[config.mk]
export PLATFORM = sky130hd
export DESIGN_NAME = fill_rect_addr_gen_engine_flat
export DESIGN_NICKNAME = d
export VERILOG_FILES = /design/src/rtl/fill_rect_addr_gen_engine_if.sv /design/src/rtl/fill_rect_addr_gen_engine.sv /design/src/flat_wrapper.sv
export SDC_FILE = /design/constraint.sdc
export NUM_CORES = 1
export LEC_CHECK = 0
export BUFFER_PORTS_ARGS = -buffer_cell sky130_fd_sc_hd__buf_2
export CELL_PAD_IN_SITES_DETAIL_PLACEMENT = 2
export CELL_PAD_IN_SITES_GLOBAL_PLACEMENT = 2
export CORE_ASPECT_RATIO = 1.4
export CORE_MARGIN = 4
export CORE_UTILIZATION = 35
export CTS_BUF_LIST = sky130_fd_sc_hd__clkbuf_16
export DETAILED_ROUTE_END_ITERATION = 16
export GPL_TIMING_DRIVEN = 0
export PLACE_DENSITY = 0.84
export SLEW_MARGIN = 30
export SYNTH_ARGS = -nofsm -noshare
export SYNTH_HDL_FRONTEND = slang
export SYNTH_SLANG_ARGS = --single-unit
[constraint.sdc]
create_clock -name clk -period 4 [get_ports clk]
set_clock_uncertainty 0.15 [all_clocks]
set_input_delay 0.4 -clock clk [delete_from_list [all_inputs] [get_ports clk]]
set_output_delay 0.4 -clock clk [all_outputs]
set_load 0.005 [all_outputs]
[src/rtl/fill_rect_addr_gen_engine_if.sv]
`default_nettype none
// +----------------------------------------------------------------------------+
// | Module : fill_rect_addr_gen_engine_if                                      |
// | Desc   : Framebuffer write bus (rts/rtr handshake, address, RGB444 pixel).  |
// | Rev    : 1.0 - initial release                                             |
// +----------------------------------------------------------------------------+
interface fill_rect_addr_gen_engine_if #(
   parameter int ADDR_W = 19
);
   logic              arb_rts;
   logic              arb_rtr;
   logic [ADDR_W-1:0] arb_addr;
   logic [11:0]       arb_data;

   modport master (output arb_rts, output arb_addr, output arb_data, input arb_rtr);
   modport slave  (input arb_rts, input arb_addr, input arb_data, output arb_rtr);
endinterface
`default_nettype wire

[src/rtl/fill_rect_addr_gen_engine.sv]
`default_nettype none
// +----------------------------------------------------------------------------+
// | Module : fill_rect_addr_gen_engine                                         |
// | Desc   : Row-major fill-rect pixel write generator; optional on-screen      |
// |          clipping enabled by defining FILL_RECT_CLIP_EN.                   |
// | Rev    : 1.0 - initial release                                             |
// +----------------------------------------------------------------------------+
module fill_rect_addr_gen_engine #(
   parameter int SCREEN_W = 640,
   parameter int SCREEN_H = 480,
   parameter int ADDR_W   = 19
) (
   input  logic        clk,
   input  logic        rst_,
   input  logic        addr_start_strobe,
   input  logic        cmd_fields_valid,
   input  logic [15:0] cmd_data_origx,
   input  logic [15:0] cmd_data_origy,
   input  logic [15:0] cmd_data_wid,
   input  logic [15:0] cmd_data_hgt,
   input  logic [3:0]  cmd_data_rval,
   input  logic [3:0]  cmd_data_gval,
   input  logic [3:0]  cmd_data_bval,
   fill_rect_addr_gen_engine_if.master arb,
   output logic        gen_busy,
   output logic        gen_done_strobe
);
   typedef enum logic [2:0] {
      S_IDLE = 3'd0,
      S_CALC = 3'd1,
      S_WAIT = 3'd2,
      S_GEN  = 3'd3,
      S_DONE = 3'd4
   } state_t;

   localparam logic [ADDR_W-1:0] c_pitch = ADDR_W'(SCREEN_W);

   state_t            r_state;
   logic [15:0]       r_origx, r_origy, r_wid, r_hgt, r_w, r_h, r_col, r_row;
   logic [11:0]       r_rgb;
   logic              r_fields_flag;
   logic [ADDR_W-1:0] r_row_base;
   logic [31:0]       w_base32;
   logic [15:0]       w_eff_w, w_eff_h;

`ifdef FILL_RECT_CLIP_EN
   logic              r_off_x, r_off_y;
   logic [15:0]       r_room_w, r_room_h;

   always_comb begin
      w_eff_w = r_off_x ? 16'd0 : ((r_wid < r_room_w) ? r_wid : r_room_w);
      w_eff_h = r_off_y ? 16'd0 : ((r_hgt < r_room_h) ? r_hgt : r_room_h);
   end

   // Bounds are registered in CALC so the clamp in WAIT is a short compare/select.
   always_ff @(posedge clk) begin
      if (rst_) begin
         r_off_x  <= 1'b0;
         r_off_y  <= 1'b0;
         r_room_w <= '0;
         r_room_h <= '0;
      end else if (r_state == S_CALC) begin
         r_off_x  <= (r_origx >= 16'(SCREEN_W));
         r_off_y  <= (r_origy >= 16'(SCREEN_H));
         r_room_w <= 16'(SCREEN_W) - r_origx;
         r_room_h <= 16'(SCREEN_H) - r_origy;
      end
   end
`else
   always_comb begin
      w_eff_w = r_wid;
      w_eff_h = r_hgt;
   end
`endif

   assign w_base32 = 32'(r_origy) * 32'(SCREEN_W) + 32'(r_origx);

   always_ff @(posedge clk) begin
      if (rst_) begin
         r_state         <= S_IDLE;
         r_origx         <= '0;
         r_origy         <= '0;
         r_wid           <= '0;
         r_hgt           <= '0;
         r_w             <= '0;
         r_h             <= '0;
         r_col           <= '0;
         r_row           <= '0;
         r_rgb           <= '0;
         r_fields_flag   <= 1'b0;
         r_row_base      <= '0;
         arb.arb_rts     <= 1'b0;
         arb.arb_addr    <= '0;
         arb.arb_data    <= '0;
         gen_busy        <= 1'b0;
         gen_done_strobe <= 1'b0;
      end else begin
         // Fields pulse may land while CALC is still busy; keep it sticky.
         if (cmd_fields_valid && r_state != S_DONE) begin
            r_fields_flag <= 1'b1;
            r_wid         <= cmd_data_wid;
            r_hgt         <= cmd_data_hgt;
            r_rgb         <= {cmd_data_rval, cmd_data_gval, cmd_data_bval};
         end
         case (r_state)
            S_IDLE: begin
               if (addr_start_strobe) begin
                  r_origx  <= cmd_data_origx;
                  r_origy  <= cmd_data_origy;
                  gen_busy <= 1'b1;
                  r_state  <= S_CALC;
               end
            end
            S_CALC: begin
               r_row_base <= w_base32[ADDR_W-1:0];
               r_state    <= S_WAIT;
            end
            S_WAIT: begin
               if (r_fields_flag) begin
                  r_w          <= w_eff_w;
                  r_h          <= w_eff_h;
                  r_col        <= '0;
                  r_row        <= '0;
                  arb.arb_data <= r_rgb;
                  if (w_eff_w == 16'd0 || w_eff_h == 16'd0) begin
                     gen_done_strobe <= 1'b1;
                     gen_busy        <= 1'b0;
                     r_state         <= S_DONE;
                  end else begin
                     arb.arb_addr <= r_row_base;
                     arb.arb_rts  <= 1'b1;
                     r_state      <= S_GEN;
                  end
               end
            end
            S_GEN: begin
               if (arb.arb_rts && arb.arb_rtr) begin
                  if (r_col != r_w - 16'd1) begin
                     r_col        <= r_col + 16'd1;
                     arb.arb_addr <= arb.arb_addr + ADDR_W'(1);
                  end else if (r_row != r_h - 16'd1) begin
                     r_col        <= '0;
                     r_row        <= r_row + 16'd1;
                     r_row_base   <= r_row_base + c_pitch;
                     arb.arb_addr <= r_row_base + c_pitch;
                  end else begin
                     arb.arb_rts     <= 1'b0;
                     gen_done_strobe <= 1'b1;
                     gen_busy        <= 1'b0;
                     r_state         <= S_DONE;
                  end
               end
            end
            S_DONE: begin
               gen_done_strobe <= 1'b0;
               r_fields_flag   <= 1'b0;
               r_state         <= S_IDLE;
            end
            default: r_state <= S_IDLE;
         endcase
      end
   end
endmodule
`default_nettype wire

[src/flat_wrapper.sv]
// flat-port wrapper written by rule: the top's interface ports become plain ports
module fill_rect_addr_gen_engine_flat 
#(
   parameter int SCREEN_W = 640,
   parameter int SCREEN_H = 480,
   parameter int ADDR_W   = 19
)
  (clk, rst_, addr_start_strobe, cmd_fields_valid, cmd_data_origx, cmd_data_origy, cmd_data_wid, cmd_data_hgt, cmd_data_rval, cmd_data_gval, cmd_data_bval, gen_busy, gen_done_strobe, arb_arb_rts, arb_arb_addr, arb_arb_data, arb_arb_rtr);
  fill_rect_addr_gen_engine_if #(.ADDR_W(ADDR_W)) arb_i ();
  input  logic clk;
  input  logic rst_;
  input  logic addr_start_strobe;
  input  logic cmd_fields_valid;
  input  logic [15:0] cmd_data_origx;
  input  logic [15:0] cmd_data_origy;
  input  logic [15:0] cmd_data_wid;
  input  logic [15:0] cmd_data_hgt;
  input  logic [3:0] cmd_data_rval;
  input  logic [3:0] cmd_data_gval;
  input  logic [3:0] cmd_data_bval;
  output logic gen_busy;
  output logic gen_done_strobe;
  output wire logic [$bits(arb_i.arb_rts)-1:0] arb_arb_rts;
  output wire logic [$bits(arb_i.arb_addr)-1:0] arb_arb_addr;
  output wire logic [$bits(arb_i.arb_data)-1:0] arb_arb_data;
  input wire logic [$bits(arb_i.arb_rtr)-1:0] arb_arb_rtr;
  assign arb_arb_rts = arb_i.arb_rts;
  assign arb_arb_addr = arb_i.arb_addr;
  assign arb_arb_data = arb_i.arb_data;
  assign arb_i.arb_rtr = arb_arb_rtr;
  fill_rect_addr_gen_engine #(.SCREEN_W(SCREEN_W), .SCREEN_H(SCREEN_H), .ADDR_W(ADDR_W)) u_core (.clk(clk), .rst_(rst_), .addr_start_strobe(addr_start_strobe), .cmd_fields_valid(cmd_fields_valid), .cmd_data_origx(cmd_data_origx), .cmd_data_origy(cmd_data_origy), .cmd_data_wid(cmd_data_wid), .cmd_data_hgt(cmd_data_hgt), .cmd_data_rval(cmd_data_rval), .cmd_data_gval(cmd_data_gval), .cmd_data_bval(cmd_data_bval), .arb(arb_i), .gen_busy(gen_busy), .gen_done_strobe(gen_done_strobe));
endmodule
Word-level counts from Yosys, hierarchy flattened:

Cells that the tools add are included.

* register bits: 197
* logic and storage cells: 103
* output and inout bits: 34
* input port bits: 81

* reduce and logical (&&, ||, !) cells: 21
* $mul: 1
* add/subtract/negate cells: 7
* mux-type cells: 41
* eq/ne operators: 16

Operators by type and width (number)
* 19-bit two-way mux: 7
* 16-bit two-way mux: 7
* 19-bit case mux with 2 select lines: 2
* 16-bit case mux with 2 select lines: 2
* 16-bit by 1-bit adder with 16-bit output, second input constant: 2
* 16-bit zero test: 2
* 16-bit inequality test: 2
* 16-bit by 1-bit subtractor with 16-bit output, second input constant: 2
* 19-bit by 1-bit adder with 19-bit output, second input constant: 1
* 19-bit by 10-bit adder with 19-bit output, second input constant: 1
* 19-bit by 16-bit adder with 19-bit output: 1
* 3-bit two-way mux: 6
* 16-bit by 3-bit multiplier with 12-bit output, second input constant: 1
* 5-bit AND reduction: 3
* 1-bit two-way mux: 13
* 3-bit case mux with 4 select lines: 1
* 6-bit AND reduction: 2
* 2-bit by 1-bit inequality test with 1-bit output, second input constant: 4
* 2-bit inequality test, second input constant: 4
* 4-bit AND reduction: 2
* 7-bit AND reduction: 1
* 3-bit by 2-bit == test with 1-bit output, second input constant: 2
* 1-bit case mux with 3 select lines: 2
* 3-bit nonzero test: 2
* other kinds (11): 14

Depth between registers and ports, before layout:

* depth after elaboration: 6
* depth in mapped cells: 18
* depth with buffers taken out: 18

Worst setup path before layout:

No wires, ideal clock.

* kind: flip-flop to flip-flop
* from: register u_core.r_w[3]
* to: register u_core.r_row[11]
* slack: 436 ps
* library setup time: 71 ps
* data arrival time: 3344 ps
* stages on the path, launching flop included: 12
* data required time: 3779 ps
* clock period less this slack: 3564 ps
* cells stage by stage: dfxtp_1 > or4_1 > buf_2 > or4_4 > mux2i_1 > mux2i_1 > or4_4 > a211oi_4 > o2111ai_2 > buf_2 > or3_1 > a21oi_1

* word-level cells in the longest chain between the ends: 4

RTL lines
* start, declared: RTL line fill_rect_addr_gen_engine.sv:39 `logic [15:0] r_origx, r_origy, r_wid, r_hgt, r_w, r_h, r_col, r_row;`
* start signal, assigned: RTL line fill_rect_addr_gen_engine.sv:120 `r_w <= w_eff_w;`
* 16-bit by 1-bit subtractor with 16-bit output: RTL line fill_rect_addr_gen_engine.sv:138 `if (r_col != r_w - 16'd1) begin`
* 16-bit inequality test: RTL line fill_rect_addr_gen_engine.sv:138
* 2-bit inequality test (no line)
* 5-bit AND reduction (no line)
* end signal, assigned: RTL line fill_rect_addr_gen_engine.sv:143 `r_row <= r_row + 16'd1;`
* end, declared: RTL line fill_rect_addr_gen_engine.sv:39

No other way between the ends.
A chain may end at the register's enable or synchronous reset.

Worst setup path in the final report:

* from: register u_core.r_w[3]
* to: register u_core.r_row[10]

Same word-level chain as after synthesis.

==> impl_metrics.ini <==
[timing]
max-slew-margin-rel = 0.336
hold_viol = 0
fin_crit_sh = 0.994
final.setup.worst_slack_ps = 24.5
drv_slew = 0
tightest_slew_ps = 996
setup-violations-final = 0
fin_crit_ps = 3980
fmax_mhz = 252

[global_route]
grt_pass1_wl_um = 65900
grt_pass1_vias = 11950
antenna_found_initial = 1
overflow = 0
grt_max_degree = 20
grt_usage = 0.255

[route]
wirelength_um = 41900
avgViaCountPerCell = 5.70
vias = 10684
first_iter_violations = 486
drc = 0
ant_nets = 0
dr.pass1.iters = 5
post_drt_wl_per_cell_um = 22.3

[clock_tree]
clockRootBuffer = clkbuf_16
clock_sinks = 193
clockBufferDepth = 2
h-tree-depth = 4
cts_tree = built
cts_buffers = 17
clock_latency_ps = 470
path_clk_slew_ps = 90

[synthesis]
synth_fp_nets = 1461
synth.ff_latch_count = 193
yosysSeqAreaShare = 0.373
ys_warn_count = 0
synth_area_um2 = 10400
synthFlopType = dfxtp_1
synth_edf_count = 0
synth_cell_types = 67
avgSynthCellArea_um2 = 7.69
async_reset_ff_frac = 0
syn_inst = 1346

[worst_setup_path]
crit_start = u_core.r_w[3]
required_ps = 4260
crit_type = reg -> reg
cp-end-kind = register
reg2reg_from = u_core.r_w[3]
arrival_ps = 4230
ff2ff_path_depth = 11
rr_endpoint = u_core.r_row[10]
worst-r2r-setup-slack_ps = 20
worstPathMaxFanout = 8
start_kind = register

[floorplan]
ios = 115
start_util = 0.355
die_w_um = 153
design.core.area_um2 = 29200
die_y_um = 211
fp-row-count = 74
die_area_um2 = 32400

[hold_path]
min_path_cells = 3
hp-class = in -> reg
hold_start = cmd_data_hgt[15]
min_to = u_core.r_hgt[15]

[flow_run]
maxCapViolCount = 0

[pwr]
pwr_density_cell_nw_per_um2 = 379
ir_drop_v = 0.000314
p_leak_nw = 4.65
finalPower_w = 0.00466

[layout]
antenna_cells = 0
area.growth.synth_to_final_pct = 18.6
drive_gt1_frac = 0.146
fin_util = 0.421
fin_area_um2 = 12300
n_fill_cell = 3362
nets = 1598

[placement]
port_buffers = 110
pre_cts_ws_ps = -548
place_hpwl_um = 30300
place.gp.congestion = 0.844
dpl_cell_area_um2 = 11400

[outcome]
outcome = complete, no violations
final cells by class:
cell class                      count  area [µm²]  share of cell area
Multi-Input combinational cell   1049        6300               0.513
Sequential cell                   193        3870               0.315
Timing Repair Buffer              121         631              0.0513
Tap cell                          380         475              0.0387
Clock buffer                       17         425              0.0346
Buffer                             78         323              0.0263
Clock inverter                     15         173              0.0141
Inverter                           23        86.3             0.00703
per-layer routing:
layer  global-route usage  wire [µm]  vias to the layer above
li1                     -          -                     4982
met1                0.257      15100                     5333
met2                0.505      23400                      241
met3               0.0395       1280                      126
met4                0.125       2090                        2
met5                    0         11                        -
worst max-delay path, stage by stage, from the launching register on:
cell and delay [ps]:
dfxtp_4 360, or4_4 540, buf_6 160, or4_4 510, mux2i_1 190, mux2i_2 150
or4_4 600, a211oi_4 330, o2111ai_4 190, buf_4 180, or4_1 460, nand2_1 90
cell usage after synthesis (6+ instances only):
master,count,share of area
nor4_1,20,0.012
o21ai_0,39,0.019
o21a_1,10,0.0073
a211oi_1,9,0.0065
nor3_1,25,0.012
ha_1,32,0.039
and3_1,18,0.011
buf_2,7,0.0034
clkbuf_1,67,0.024
mux2i_1,25,0.024
o31a_1,6,0.0051
nand2_1,300,0.11
xor2_1,34,0.029
or3b_2,6,0.0051
nand4_1,9,0.0054
or2_2,7,0.0042
xnor2_1,45,0.038
o32ai_1,8,0.0068
nand2b_1,21,0.013
or4_1,7,0.0051
o211ai_1,16,0.012
buf_1,7,0.0025
nor2_1,88,0.032
nand3_1,26,0.013
inv_1,23,0.0083
dfxtp_1,193,0.37
and2_1,6,0.0036
a311oi_1,6,0.0051
nor2b_1,7,0.0042
or3_1,19,0.011
a21oi_1,177,0.086
cell families after synthesis:
kind of cell             after synthesis  share of synthesized area
AND/OR/NAND/NOR                      582                      0.260
AO/OA/AOI/OAI                        328                      0.194
multiplexers                          26                     0.0253
XOR/XNOR                              79                     0.0668
flip-flops                           193                      0.373
buffers and inverters                104                     0.0386
adder cells (fa/ha/maj)               34                     0.0425
through the flow:
step           TNS, ps  hold WS, ps  cells
2_1_floorplan        0          282   1346
3_3_place_gp     -9710          288   1836
3_5_place_dp    -12930          302   1836
4_1_cts          -8.24         14.1   1871
5_1_grt          -47.2         20.6   1876
6_report             0         22.7   1876
report_power, final:
| part | internal (W) | switching, W | leakage [nW] | total, W |
|---|---|---|---|---|
| clock | 0.000894 | 0.000911 | 0.294 | 0.00180 |
| sequential | 0.00200 | 0.0000837 | 1.57 | 0.00209 |
| combinational | 0.000282 | 0.000483 | 2.78 | 0.000766 |
| total | 0.00318 | 0.00148 | 4.65 | 0.00466 |
sequential cells by signal, summed over array words and instances, names as in the netlist:
register	count
u_core.gen_busy	1
u_core.r_w	16
u_core.r_row	16
u_core.r_rgb	12
u_core.r_hgt	16
u_core.r_state	3
u_core.r_col	16
u_core.r_origy	12
u_core.gen_done_strobe	1
u_core.r_h	16
u_core.arb.arb_addr	19
u_core.r_origx	16
u_core.r_row_base	19
u_core.r_wid	16
u_core.arb.arb_data	12
u_core.r_fields_flag	1
u_core.arb.arb_rts	1
worst max path at each step:
stage / cells past startpoint / endpoint / slack, ps
after global placement: 14 / u_core.arb.arb_addr[13] / -480
final: 11 / u_core.r_row[10] / 20
after global routing: 11 / u_core.r_row[10] / -30
after detailed placement: 14 / u_core.arb.arb_addr[13] / -550
after CTS: 13 / u_core.arb.arb_addr[0] / -8
after floorplan: 11 / u_core.r_row[11] / 440
repair_timing:
item,CTS,global route
setup endpoints to repair,58,61
pin swaps,4,9
gates cloned,0,1
setup buffers,5,5
resized for setup,25,29
hold endpoints to repair,0,0
hold buffers,0,0
layout by cell type (no fill, tap or decap), drive strengths merged, types with 16 or more instances in the layout:
cell,synthesis,final
nand2,300,300
a21oi,177,177
dfxtp,193,193
nor2,88,88
or3,19,19
nor3,25,25
xnor2,45,45
nor4,20,20
buf,14,133
ha,32,32
clkbuf,67,83
mux2i,25,25
and3,18,18
nand3,26,26
o21ai,42,42
nand2b,21,21
xor2,34,34
o211ai,16,16
inv,23,31
Power figures use the tool's default switching activity.
